[config.mk]
export PLATFORM = sky130hd
export DESIGN_NAME = kan_input_framer
export DESIGN_NICKNAME = d
export VERILOG_FILES = /design/src/rtl/kan_pkg.sv /design/src/rtl/kan_input_clamp.sv /design/src/rtl/kan_input_framer.sv
export SDC_FILE = /design/constraint.sdc
export NUM_CORES = 1
export LEC_CHECK = 0
export CAP_MARGIN = 20
export CORE_MARGIN = 3
export CORE_UTILIZATION = 40
export DETAILED_ROUTE_END_ITERATION = 7
export PLACE_DENSITY = 0.66
export SLEW_MARGIN = 20
export SYNTH_ARGS = -nofsm -noshare
export SYNTH_HDL_FRONTEND = slang
export SYNTH_SLANG_ARGS = --single-unit
[constraint.sdc]
create_clock -name clk -period 5.3 [get_ports clk]
set_input_delay 1.325 -clock clk [delete_from_list [all_inputs] [get_ports clk]]
set_output_delay 1.325 -clock clk [all_outputs]
set_load 0.03 [all_outputs]
[src/rtl/kan_pkg.sv]
// Shared defaults and FSM state type for the KAN input framer.
// Optional clamp feature is selected with macro KAN_INPUT_SAT_EN.
package kan_pkg;

    localparam int unsigned KAN_DATA_W      = 16;
    localparam int unsigned KAN_IN_FEATURES = 2;
    localparam int unsigned KAN_HOLD_CYCLES = 4;
    localparam int unsigned KAN_HOLD_W      = 8;

    typedef enum logic [1:0] {
        COLLECT = 2'd0,
        HOLD    = 2'd1,
        CAPTURE = 2'd2
    } kan_state_e;

endpackage

[src/rtl/kan_input_clamp.sv]
// Unsigned clamp of one feature word to [SAT_MIN, SAT_MAX]; purely combinational.
module kan_input_clamp
    import kan_pkg::*;
#(
    parameter int unsigned DATA_W  = KAN_DATA_W,
    parameter int unsigned SAT_MIN = 0,
    parameter int unsigned SAT_MAX = 255
) (
    input  logic [DATA_W-1:0] din,
    output logic [DATA_W-1:0] dout_c,
    output logic              clamped_c
);

    localparam logic [DATA_W-1:0] LO = DATA_W'(SAT_MIN);
    localparam logic [DATA_W-1:0] HI = DATA_W'(SAT_MAX);

    logic below_c;
    logic above_c;

    // A bound at the edge of the word range can never be crossed, so skip its compare
    if (SAT_MIN > 0) begin : g_lo
        assign below_c = (din < LO);
    end else begin : g_no_lo
        assign below_c = 1'b0;
    end

    if (SAT_MAX < ((64'd1 << DATA_W) - 64'd1)) begin : g_hi
        assign above_c = (din > HI);
    end else begin : g_no_hi
        assign above_c = 1'b0;
    end

    always_comb begin
        dout_c    = din;
        clamped_c = 1'b0;
        if (below_c) begin
            dout_c    = LO;
            clamped_c = 1'b1;
        end else if (above_c) begin
            dout_c    = HI;
            clamped_c = 1'b1;
        end
    end

endmodule

[src/rtl/kan_input_framer.sv]
// Collects a serial feature stream into a parallel vector, holds it for the KAN core, then strobes capture.
// Define KAN_INPUT_SAT_EN to clamp incoming words and report clamping on sat_flag.
module kan_input_framer
    import kan_pkg::*;
#(
    parameter int unsigned IN_FEATURES = KAN_IN_FEATURES,
    parameter int unsigned DATA_W      = KAN_DATA_W,
    parameter int unsigned HOLD_CYCLES = KAN_HOLD_CYCLES,
    parameter int unsigned SAT_MIN     = 0,
    parameter int unsigned SAT_MAX     = 255
) (
    input  logic                          clk,
    input  logic                          reset,
    input  logic                          flush,
    input  logic [DATA_W-1:0]             s_data,
    input  logic                          s_valid,
    output logic                          s_ready,
    output logic [IN_FEATURES*DATA_W-1:0] vec_data,
    output logic                          capture,
    output logic [15:0]                   frame_count,
    output logic                          sat_flag
);

    localparam int unsigned IDX_W  = (IN_FEATURES > 1) ? $clog2(IN_FEATURES) : 1;
    localparam int unsigned HOLD_W = KAN_HOLD_W;
    localparam int unsigned VEC_W  = IN_FEATURES * DATA_W;

    if (IN_FEATURES < 1 || HOLD_CYCLES < 1 || HOLD_CYCLES > 255 || SAT_MAX < SAT_MIN) begin : g_bad_cfg
        $error("kan_input_framer: invalid parameter set");
    end

    kan_state_e         state_q, state_d;
    logic [IDX_W-1:0]   idx_q;
    logic [HOLD_W-1:0]  hold_cnt_q;
    logic [DATA_W-1:0]  shadow_q [IN_FEATURES];
    logic               sat_acc_q;

    logic [DATA_W-1:0]  word_c;
    logic               clamped_c;
    logic               accept_c;
    logic               last_c;
    logic               capture_d;
    logic [VEC_W-1:0]   vec_next_c;

`ifdef KAN_INPUT_SAT_EN
    kan_input_clamp #(
        .DATA_W  (DATA_W),
        .SAT_MIN (SAT_MIN),
        .SAT_MAX (SAT_MAX)
    ) u_clamp (
        .din       (s_data),
        .dout_c    (word_c),
        .clamped_c (clamped_c)
    );
`else
    assign word_c    = s_data;
    assign clamped_c = 1'b0;
`endif

    // Next-state and strobe decode
    always_comb begin
        state_d   = state_q;
        s_ready   = 1'b0;
        accept_c  = 1'b0;
        capture_d = 1'b0;
        last_c    = (idx_q == IDX_W'(IN_FEATURES - 1));
        case (state_q)
            COLLECT: begin
                s_ready  = !reset;
                accept_c = s_valid && !flush;
                if (accept_c && last_c) begin
                    state_d = HOLD;
                end
            end
            HOLD: begin
                if (hold_cnt_q == '0) begin
                    state_d = CAPTURE;
                end
            end
            CAPTURE: begin
                capture_d = 1'b1;
                state_d   = COLLECT;
            end
            default: state_d = COLLECT;
        endcase
    end

    // Completed vector: shadow slots plus the word arriving in the last slot
    always_comb begin
        vec_next_c = '0;
        for (int unsigned i = 0; i < IN_FEATURES; i++) begin
            vec_next_c[i*DATA_W +: DATA_W] = shadow_q[i];
        end
        vec_next_c[(IN_FEATURES-1)*DATA_W +: DATA_W] = word_c;
    end

    always_ff @(posedge clk) begin
        if (reset) begin
            state_q     <= COLLECT;
            idx_q       <= '0;
            hold_cnt_q  <= '0;
            for (int unsigned i = 0; i < IN_FEATURES; i++) begin
                shadow_q[i] <= '0;
            end
            sat_acc_q   <= 1'b0;
            vec_data    <= '0;
            capture     <= 1'b0;
            frame_count <= '0;
            sat_flag    <= 1'b0;
        end else begin
            state_q <= state_d;
            capture <= capture_d;
            if (capture_d) begin
                frame_count <= frame_count + 16'd1;
            end
            case (state_q)
                COLLECT: begin
                    if (flush) begin
                        idx_q     <= '0;
                        sat_acc_q <= 1'b0;
                        for (int unsigned i = 0; i < IN_FEATURES; i++) begin
                            shadow_q[i] <= '0;
                        end
                    end else if (accept_c) begin
                        shadow_q[idx_q] <= word_c;
                        if (last_c) begin
                            vec_data   <= vec_next_c;
                            sat_flag   <= sat_acc_q | clamped_c;
                            sat_acc_q  <= 1'b0;
                            idx_q      <= '0;
                            hold_cnt_q <= HOLD_W'(HOLD_CYCLES - 1);
                        end else begin
                            sat_acc_q  <= sat_acc_q | clamped_c;
                            idx_q      <= idx_q + IDX_W'(1);
                        end
                    end
                end
                HOLD: begin
                    if (hold_cnt_q != '0) begin
                        hold_cnt_q <= hold_cnt_q - HOLD_W'(1);
                    end
                end
                default: ;
            endcase
        end
    end

endmodule

# Word level (Yosys, flattened, before mapping)
# Memory sizes are Yosys's and may differ from the RTL's. A register that Yosys moved wholly into a read port is not among the register bits.
# Index checks and enable logic that the tools add are counted.
# op_classes
bitwise	3
n_addsub	3
n_eq_ne	8
muxes	33
reduce_logical	16
# op_table
operator	count
2-to-1 mux 16 bit	3
2-to-1 mux 8 bit	4
2-to-1 mux 1 bit	22
adder 16 x 1 -> 16 bit, second input constant	1
case mux 8 bit (2 select lines)	1
OR reduction 16 bit	1
inequality test 2 bit, second input constant	6
logical NOT 8 bit	1
nonzero test 8 bit	1
subtractor 8 x 1 -> 8 bit, second input constant	1
nonzero test 2 bit	3
AND reduction 5 bit	1
2-to-1 mux 2 bit	2
case mux 2 bit (2 select lines)	1
AND reduction 2 bit	2
AND reduction 4 bit	1
AND reduction 3 bit	1
== test 2 x 1 -> 1 bit, second input constant	1
== test 2 bit, second input constant	1
logical AND 1 bit	2
logical NOT 1 bit	2
logical NOT 2 bit	1
bitwise OR 1 bit	2
adder 1 bit, second input constant	1
inverter 1 bit	1
# totals
n_memories	1
wordCells	72
output_inout_bits	51
ramBits	32
in_bits	20
reg_bits	62
# mem_list
name	depth	width	read_ports	rd_clocked_by_memory_dff	wr	line_no	rtl
shadow_q	2	16	1	1	2	kan_input_framer.sv:35	logic [DATA_W-1:0] shadow_q [IN_FEATURES];

# Logic depth before layout (Yosys ltp)
# depth
depth_word	10
mapped_depth	7
mapped_depth_nobuf	6

# Worst setup path after synthesis
# OpenSTA, ideal clock, no wires.
# synth_path
kind	input to output
from	in reset
to	out s_ready
cell_stages	2
slack_ps	1860
t_required_ps	3975
n_path_buf	1
t_arrival_ps	2115
path_cell_list	buf_6 > nor3_1
# synth_between
elab_chain_cells	2
# synth_lines
element	line_no	rtl
start: declaration	kan_input_framer.sv:13	input logic reset,
logical NOT 1 bit	kan_input_framer.sv:69	s_ready = !reset;
2-to-1 mux 1 bit	kan_input_framer.sv:67	case (state_q)
end: declaration	kan_input_framer.sv:17	output logic s_ready,
# No other way between the ends.

# Final worst setup path
# Same ends and word-level chain as after synthesis.

==> flow_summary.yaml <==
status:
  outcome: "completed"
cells_and_area:
  fillers: 676
  num_antenna_cells: 0
  nets: 414
  final_cell_mix: "nand2_1, clkdlybuf4s50_1, dfxtp_1"
  drive_gt1_frac: 0.0808
  final_common_cell: "nand2_1"
  areaGrowthSynthToFinish_pct: 29.9
sta:
  tns_ns: 0
  skew_ns: 0.00973
  maxSlewViolCount: 0
  finalWorstPathRequiredPeriod_ns: 3.70
  tightest_slew_ns: 0.747
  fmax_mhz: 270
  max_slew_margin: 0.500
  setup_ws_ns: 1.60
  hold_violations: 0
  final.period_utilization: 0.699
  finalSetupViolCount: 0
  rsz0062_at_grt: "false"
floorplan:
  die_h_um: 94.4
  core_sq_mm: 0.00741
  die_area_sq_mm: 0.00890
  die_x_um: 94.4
  start_util: 0.422
  ioPinCount: 71
  fp-row-count: 31
synthesis:
  synth_fa_ha_area_frac: 0.0120
  synth.area.top_cells: "dfxtp_1, edfxtp_1, nand2_1"
  syn_area_sq_mm: 0.00312
  synth.distinct_cells: 49
  yosys.area.top_type: "dfxtp_1"
  synthCells: 328
  synth_mux_area_frac: 0.0172
  synth-edff-count: 16
  ys_async_sr_fraction: 0
  yosysSeqAreaShare: 0.538
  synthSimpleGateAreaFrac: 0.270
  syn_nets: 351
  ys.warnings.count: 0
  synth_top_family_by_area: "simple AND/OR/NAND/NOR gates"
  synthFlopType: "dfxtp_1"
  syn_area_per_cell_sq_um: 9.52
  synth_xor_area_frac: 0.0337
  ys_seq_elements: 76
  synth_top_area_frac: 0.385
  synth_compound_area_frac: 0.0869
clock_tree:
  cts-root-buf: "clkbuf_8"
  cts_made_buffers: 9
  post_cts_buffers: 0
  htree_levels: 3
  clock_latency_ns: 0.34
  ctsResizeCount: 0
  hold_buffers: 0
  clock-sinks: 76
  cts_tree: "done"
  cts_buffer_depth: 2
  clk_pin_slew_ns: 0.07
pwr:
  pwr-share-comb: 0.054
  powerDensity_mw_per_mm2: 285
  vdd_ir_drop_max_uv: 147
  p_sw_frac: 0.223
  p_switching_uw: 258
  seqPwrFrac: 0.526
  p_int_uw: 898
  pwr-share-clk: 0.420
  total_leakage_power_uw: 0.00146
setup_path:
  crit_path_end_kind: "primary output"
  rrSetupSlack_ns: 2.90
  critPathKind: "input port to primary output"
  crit_path_max_fanout: 2
  worst_ep_required_time_ns: 3.97
  arrival_ns: 2.38
  cp-start-kind: "input port"
drt:
  wl_per_cell_um: 13.0
  routed_wl_mm: 6.44
  via_count: 2401
  drt_iter0_drc: 82
  vias_per_cell: 4.85
  dr.pass1.iters: 4
  ant_nets: 0
  drcViolationCount: 0
global_routing:
  grt_usage: 0.151
  grt_max_degree: 62
  grt_pass1_wl_mm: 10.4
  grt_pass1_vias: 2167
  grt_overflow_total: 0
  antenna_found_initial: 0
worst_hold_path:
  min_path_type: "flip-flop to flip-flop"
place:
  port_buffers: 69
  routabilityCongestion: 0.807
  hpwl_mm: 4.45
  place_ws_ns: 1.59
job:
  cap_violations: 0
[layer usage]
| metal | vias up | part of all wire | track usage |
|---|---|---|---|
| li1 | 1239 | - | - |
| met1 | 1097 | 0.47 | 0.207 |
| met2 | 55 | 0.46 | 0.222 |
| met3 | 10 | 0.049 | 0.0375 |
| met4 | 0 | 0.019 | 0.0698 |
| met5 | - | 0 | 0 |
[worst max-delay path: stages]
cell and delay (ns):
buf_2 0.10, nor3_1 0.22, clkdlybuf4s50_1 0.73
[sequential cells by signal, summed over array words and instances (netlist names)]
signal,flops
capture,1
state_q,2
frame_count,16
shadow_q,16
vec_data,32
idx_q,1
hold_cnt_q,8
[worst paths after layout]
| kind | depth (start not counted) | from | to |
|---|---|---|---|
| worst max register to register | 3 | state_q[1] | shadow_q[0][7] |
| worst max-delay path | 3 | reset | s_ready |
| worst min register to register | 2 | vec_data[25] | vec_data[25] |
| worst min-delay path | 2 | vec_data[25] | vec_data[25] |
[kinds of logic (layout without fill, tap and decap cells)]
kind of cell | after synthesis | in the layout
xor gates and xnor gates | 12 | 12
AOI/OAI and AO/OA | 50 | 50
other | 1 | 1
adders and majority gates | 3 | 3
muxes | 5 | 5
and+or+nand+nor | 159 | 159
DFF | 76 | 76
buffers and inverters | 22 | 90
[Yosys cell counts, types with 4 or more instances]
cell,number
nand4_1,4
xor2_1,6
nor2_1,18
nand3_1,6
buf_4,5
nand2_1,75
dfxtp_1,60
edfxtp_1,16
nor2b_1,5
xnor2_1,6
a21oi_1,39
and2_1,18
clkbuf_1,7
nor3_1,7
[power by group through the flow]
stage / clock network (uW) / logic (uW) / registers (uW)
global placement: 0 / 62.4 / 621
detailed placement: 0 / 63.0 / 621
global route: 524 / 68.5 / 609
floorplan: 0 / 30.7 / 625
finish: 485 / 62.8 / 608
CTS: 497 / 63.4 / 608
[metrics by stage]
| step | hold slack, ns | util | instances | total power, uW | area [sq um] |
|---|---|---|---|---|---|
| final | 0.455 | 0.548 | 495 | 1160 | 4060 |
| after global routing | 0.471 | 0.548 | 495 | 1200 | 4060 |
| after CTS | 0.458 | 0.547 | 495 | 1170 | 4060 |
| after detailed placement | 0.447 | 0.517 | 479 | 684 | 3830 |
| after global placement | 0.441 | 0.517 | 479 | 684 | 3830 |
| after floorplan | 0.451 | - | 328 | 656 | 3120 |
[area by class of cell]
type	count	area [sq um]	share of cell area
Sequential cell	76	1680	0.414
Multi-Input combinational cell	230	1320	0.325
Timing Repair Buffer	71	701	0.173
Clock buffer	9	124	0.0305
Tap cell	99	124	0.0305
Clock inverter	7	98.8	0.0244
Inverter	3	11.3	0.00278
Power figures use the tool's default switching activity.
==> edit 1 (same flow settings) <==
Register the output `frame_count` once more, with the module's reset; this adds one clock of latency there. The other outputs are not delayed to match.
--- a/src/rtl/kan_input_framer.sv
+++ b/src/rtl/kan_input_framer.sv
@@ -26,2 +26,4 @@
     localparam int unsigned VEC_W  = IN_FEATURES * DATA_W;
+
+    logic [15:0] frame_count_s0;
 
@@ -107,3 +109,3 @@
             capture     <= 1'b0;
-            frame_count <= '0;
+            frame_count_s0 <= '0;
             sat_flag    <= 1'b0;
@@ -113,3 +115,3 @@
             if (capture_d) begin
-                frame_count <= frame_count + 16'd1;
+                frame_count_s0 <= frame_count_s0 + 16'd1;
             end
@@ -147,2 +149,10 @@
 
+    always_ff @(posedge clk) begin
+        if (reset) begin
+            frame_count <= '0;
+        end else begin
+            frame_count <= frame_count_s0;
+        end
+    end
+
 endmodule
Formal check against the unedited RTL: not equivalent (Yosys sat finds a counterexample within 10 cycles, from zero or initial values and one cycle with reset high).
==> edit 1 against the unedited design <==
- wire length increased by 7.9%
- power is 9.5% higher
- cell area is 8.4% higher
- sequential cell count increased by 16
- non-clock buffer count unchanged
- setup slack improved by 66 ps
- sequential power grew 20%
- area after synthesis increased by 11%
- largest cell class unchanged
- highest routed layer unchanged
==> edit 1: results (changes against the unedited design) <==
[critical_path]
max_stage_delay_ps = 710  ; -20 ps
critPathTopFamily = buffers and inverters
cp_max_fo = 2  ; unchanged
cp_slowest_cell = clkdlybuf4s50_1
arrival_ps = 2310  ; -70 ps

[synth]
synth_common_cells = 77 x nand2_1, 76 x dfxtp_1, 36 x a21oi_1
mappedNetlistNets = 379  ; +8.0%
ys_async_sr_fraction = 0  ; unchanged
synth_ff_type = dfxtp_1
syn_inst = 356  ; +8.5%
yosys_warnings = 0  ; unchanged
synth.distinct_cells = 48  ; -2.0%
synth.area.top_cells = dfxtp_1 44%, edfxtp_1 14%, nand2_1 8.3%
synth-edff-count = 16  ; unchanged
yosysSeqAreaShare = 0.5764  ; +0.03791

[clock_tree]
clk_path_buf_depth = 2  ; unchanged
clk_pin_slew_ps = 100  ; +30 ps
cts_made_buffers = 9  ; unchanged
clkLatencyLatePin_ps = 360  ; +20 ps
cts_setup_buffers = 0  ; unchanged
htreeDepth = 3  ; unchanged
ctsResizeCount = 0  ; unchanged
root_buffer = clkbuf_8

[global_routing]
track_usage = 0.1467  ; -0.003790
antenna_found_initial = 0  ; unchanged
grt_pass1_vias = 2507  ; +16%
grt_max_degree = 75  ; +21%
grt_pass1_wl_um = 11590  ; +11%

[finish]
top_register = vec_data
drive_above_1_share = 0.07329  ; -0.007522
final_cell_area_um2 = 4398  ; +8.4%
fill_cells = 770  ; +14%
diodes = 0  ; unchanged
largest_reg_flops = 32  ; unchanged
final_nets = 441  ; +6.5%

[hold_path]
hold_path_class = reg -> reg

[run]
drv_cap = 0  ; unchanged

[place]
dp_cells = 512  ; +6.9%
port_buffers = 69  ; unchanged
pre_cts_ws_ps = 1563  ; -31.69 ps
dp_hpwl_um = 4566  ; +2.6%
place_area_um2 = 4195  ; +9.5%
gp_congestion = 0.7593  ; -5.9%

[drt]
wl_per_cell_um = 13.17  ; +1.2%
viasPerCell = 4.938  ; +1.8%
dr.pass1.iters = 4  ; unchanged
route.vias.total = 2607  ; +8.6%
drtIter0Drc = 85  ; +3.7%

[timing]
clock_skew_ps = 9.071  ; -0.6551 ps
slew_headroom = 0.4188  ; -0.08137

[pwr]
peakVddDrop_uv = 121.1  ; -18%
leakage_nw = 1.560  ; +7.1%
powerComb_mw = 0.0630  ; about the same
powerDensity_nw_per_um2 = 287.7  ; +1.0%
pg_seq_mw = 0.728  ; +20%
switching_share = 0.2431  ; +0.02018

[outcome]
status = finished, final reports clean

[edit 1: cell types whose count changed in the layout (fill, tap and decap cells not counted), moves of 3 or more]
cell	change
nand3_1	-3
nor2b_1	+12
or4_1	+4
a21oi_1	-3
dfxtp_1	+16
[edit 1: logic make-up (layout without fill, tap and decap cells)]
family,Yosys count,count (layout),synth area share
compound gates,51,51,0.08069
other cells,1,1,0.001080
fa+ha+maj,3,3,0.01081
flops,92,92,0.5764
buf+inv,23,90,0.03494
mux,2,2,0.006124
simple gates,172,172,0.2597
xor+xnor,12,12,0.03026
[edit 1: path summary, 6_finish.rpt]
check / from / to / slack, ps / cells after the start
min reg2reg: vec_data[22]$_SDFFE_PP0P_ / vec_data[22]$_SDFFE_PP0P_ / 460 / 2
min: vec_data[22]$_SDFFE_PP0P_ / vec_data[22]$_SDFFE_PP0P_ / 460 / 2
max reg2reg: state_q[1]$_SDFFE_PP0P_ / shadow_q[0][10]$_SDFFCE_PN0P_ / 2910 / 3
max: reset / s_ready / 1660 / 3
[edit 1: area by class of cell]
| class | count | area share |
|---|---|---|
| clock buffer | 10 | 0.03385 |
| clock inverter | 6 | 0.01166 |
| inverter | 3 | 0.002560 |
| multi-input combinational | 241 | 0.3075 |
| sequential | 92 | 0.4552 |
| tap | 105 | 0.02987 |
| timing repair buffer | 71 | 0.1593 |
[edit 1: routing by layer]
metal / GRT usage / routed length (um) / up-vias / share of wire
met5: 0 / 0 / - / 0
met4: 0.06303 / 107 / 0 / 0.015
met3: 0.04488 / 380 / 6 / 0.055
met2: 0.2371 / 3302 / 56 / 0.47
met1: 0.1816 / 3163 / 1225 / 0.45
li1: - / - / 1320 / -
[edit 1: worst min-delay path: stages, from the launching register on]
cell	delay, ps
dfxtp_1	320
nand2_1	50
a21oi_1	50
==> edit 2 (config.mk and constraints unchanged) <==
Without the edit above. Change the package constant `KAN_DATA_W` from 16 to 18.
--- a/src/rtl/kan_pkg.sv
+++ b/src/rtl/kan_pkg.sv
@@ -4,3 +4,3 @@
 
-    localparam int unsigned KAN_DATA_W      = 16;
+    localparam int unsigned KAN_DATA_W      = 18;
     localparam int unsigned KAN_IN_FEATURES = 2;
Ports: changed (resized s_data and vec_data); port bits go from 71 to 77. No check against the original RTL was run, so the function may have changed too.
==> edit 2 against the unedited design <==
- sequential cell count increased by 6
- area after synthesis increased by 5.2%
- cell area increased by 6.1%
- sequential power is 8.1% higher
- count of clock-buffer cells in the layout grew 3
- power up 5.2%
- synthesized cell count grew 6.7%
- setup slack better by 3.4 ps
- wire length increased by 15%
==> edit 2: results (changes against the unedited design) <==
[synth]
synth.distinct_cells = 46  ; -6.1%
yosysSeqAreaShare = 0.5542  ; +0.01578
synth-edff-count = 18  ; +2
synth.area.top_cells = dfxtp_1 39%, edfxtp_1 16%, nand2_1 8.9%
synth_common_cells = 78 x nand2_1, 64 x dfxtp_1, 43 x a21oi_1
mappedNetlistNets = 375  ; +6.8%
syn_inst = 350  ; +6.7%

[drt]
dr.pass1.iters = 4  ; unchanged
wl_um = 7414  ; +15%
viasPerCell = 4.930  ; +1.6%
drtIter0Drc = 146  ; +78%

[finish]
drive_above_1_share = 0.06619  ; -0.01461
fill_cells = 763  ; +13%
final_nets = 444  ; +7.2%
reg_top3 = vec_data (36), shadow_q (18), frame_count (16)
final_cells = 525  ; +6.1%

[place]
dp_cells = 510  ; +6.5%
pre_cts_ws_ps = 1607  ; +12.13 ps
gp_congestion = 0.7581  ; -6.0%
port_buffers = 75  ; +8.7%
dp_hpwl_um = 5138  ; +15%

[clock_tree]
htreeDepth = 3  ; unchanged
ctsResizeCount = 0  ; unchanged
clk_pin_slew_ps = 80

[hold_path]
min-delay-start = vec_data[15]$_SDFFE_PP0P_

[outcome]
status = finished, final reports clean

[global_routing]
grt_pass1_vias = 2437  ; +12%
grt_pass1_wl_um = 12250  ; +17%
track_usage = 0.1590  ; +0.008511
grt_max_degree = 65  ; +4.8%

[critical_path]
critPathLaunch = reset
arrival_ps = 2380  ; about the same
r2r-start = state_q[0]$_SDFFE_PP0P_

[pwr]
leakage_nw = 1.465  ; +0.54%
peakVddDrop_uv = 171.6  ; +17%

[timing]
slew_headroom = 0.5341  ; +0.03396
clock_skew_ps = 14.89  ; +5.162 ps

[run]
drv_cap = 0  ; unchanged

[edit 2: changes by cell type in the layout (fill, tap and decap cells not counted), sizes merged, moves of 2 or more]
cell	unedited run	this run
xnor2	6	9
clkbuf	9	12
a21oi	39	43
xor2	6	4
nor2	18	21
dfxtp	60	64
clkdlybuf4s50	68	74
edfxtp	16	18
nand4b	1	3
and2	18	20
nand4	4	7
nand2	75	78
[edit 2: worst paths after layout]
kind	endpoint	depth (start not counted)	slack, ps
max	s_ready	3	1600
min	vec_data[15]$_SDFFE_PP0P_	2	460
max reg2reg	shadow_q[0][12]$_SDFFCE_PN0P_	3	2990
min reg2reg	vec_data[15]$_SDFFE_PP0P_	2	460
[edit 2: cells by family (layout without fill, tap and decap cells)]
kind of cell / after synthesis / count (layout) / share of synthesized area
adders and majority gates: 3 / 3 / 0.01142
xor gates and xnor gates: 13 / 13 / 0.03464
DFF: 82 / 82 / 0.5542
AOI/OAI and AO/OA: 55 / 55 / 0.09098
other: 1 / 1 / 0.001141
and+or+nand+nor: 170 / 170 / 0.2642
buffers and inverters: 23 / 96 / 0.03350
muxes: 3 / 3 / 0.009897
[edit 2: per-layer routing]
metal	up-vias	routed length (um)	track usage
met4	0	89	0.05184
met1	1196	3344	0.2027
met5	-	0	0
li1	1328	-	-
met2	55	3578	0.2569
met3	9	402	0.04975
[edit 2: layout make-up]
| type | instances | share of cell area |
|---|---|---|
| flip-flops and latches | 82 | 0.4231 |
| clock buffers | 12 | 0.04127 |
| repair buffers | 78 | 0.1784 |
| multi-input cells | 245 | 0.3147 |
| well taps | 102 | 0.02964 |
| clock inverters | 3 | 0.01017 |
| inverters | 3 | 0.002616 |
[edit 2: worst reg2reg max path: cells and delay by family (launching register included)]
| kind | cells | cell delay (ps) |
|---|---|---|
| AO/OA/AOI/OAI | 1 | 640 |
| flip-flops | 1 | 420 |
| AND/OR/NAND/NOR | 2 | 890 |
[edit 2: per-stage QoR]
| stage | util | cell area (um2) | hold slack [ps] |
|---|---|---|---|
| 5_1_grt | 0.5486 | 4305 | 475.6 |
| 4_1_cts | 0.5486 | 4305 | 458.4 |
| 3_3_place_gp | 0.5204 | 4084 | 442.5 |
| 2_1_floorplan | - | 3287 | 455.9 |
| 6_report | 0.5486 | 4305 | 457.7 |
| 3_5_place_dp | 0.5204 | 4084 | 447.0 |
[edit 2: power by group]
part | internal (mW) | switching (mW)
combinational | 0.0294 | 0.0398
clock | 0.274 | 0.215
sequential | 0.652 | 0.00558
total | 0.955 | 0.260
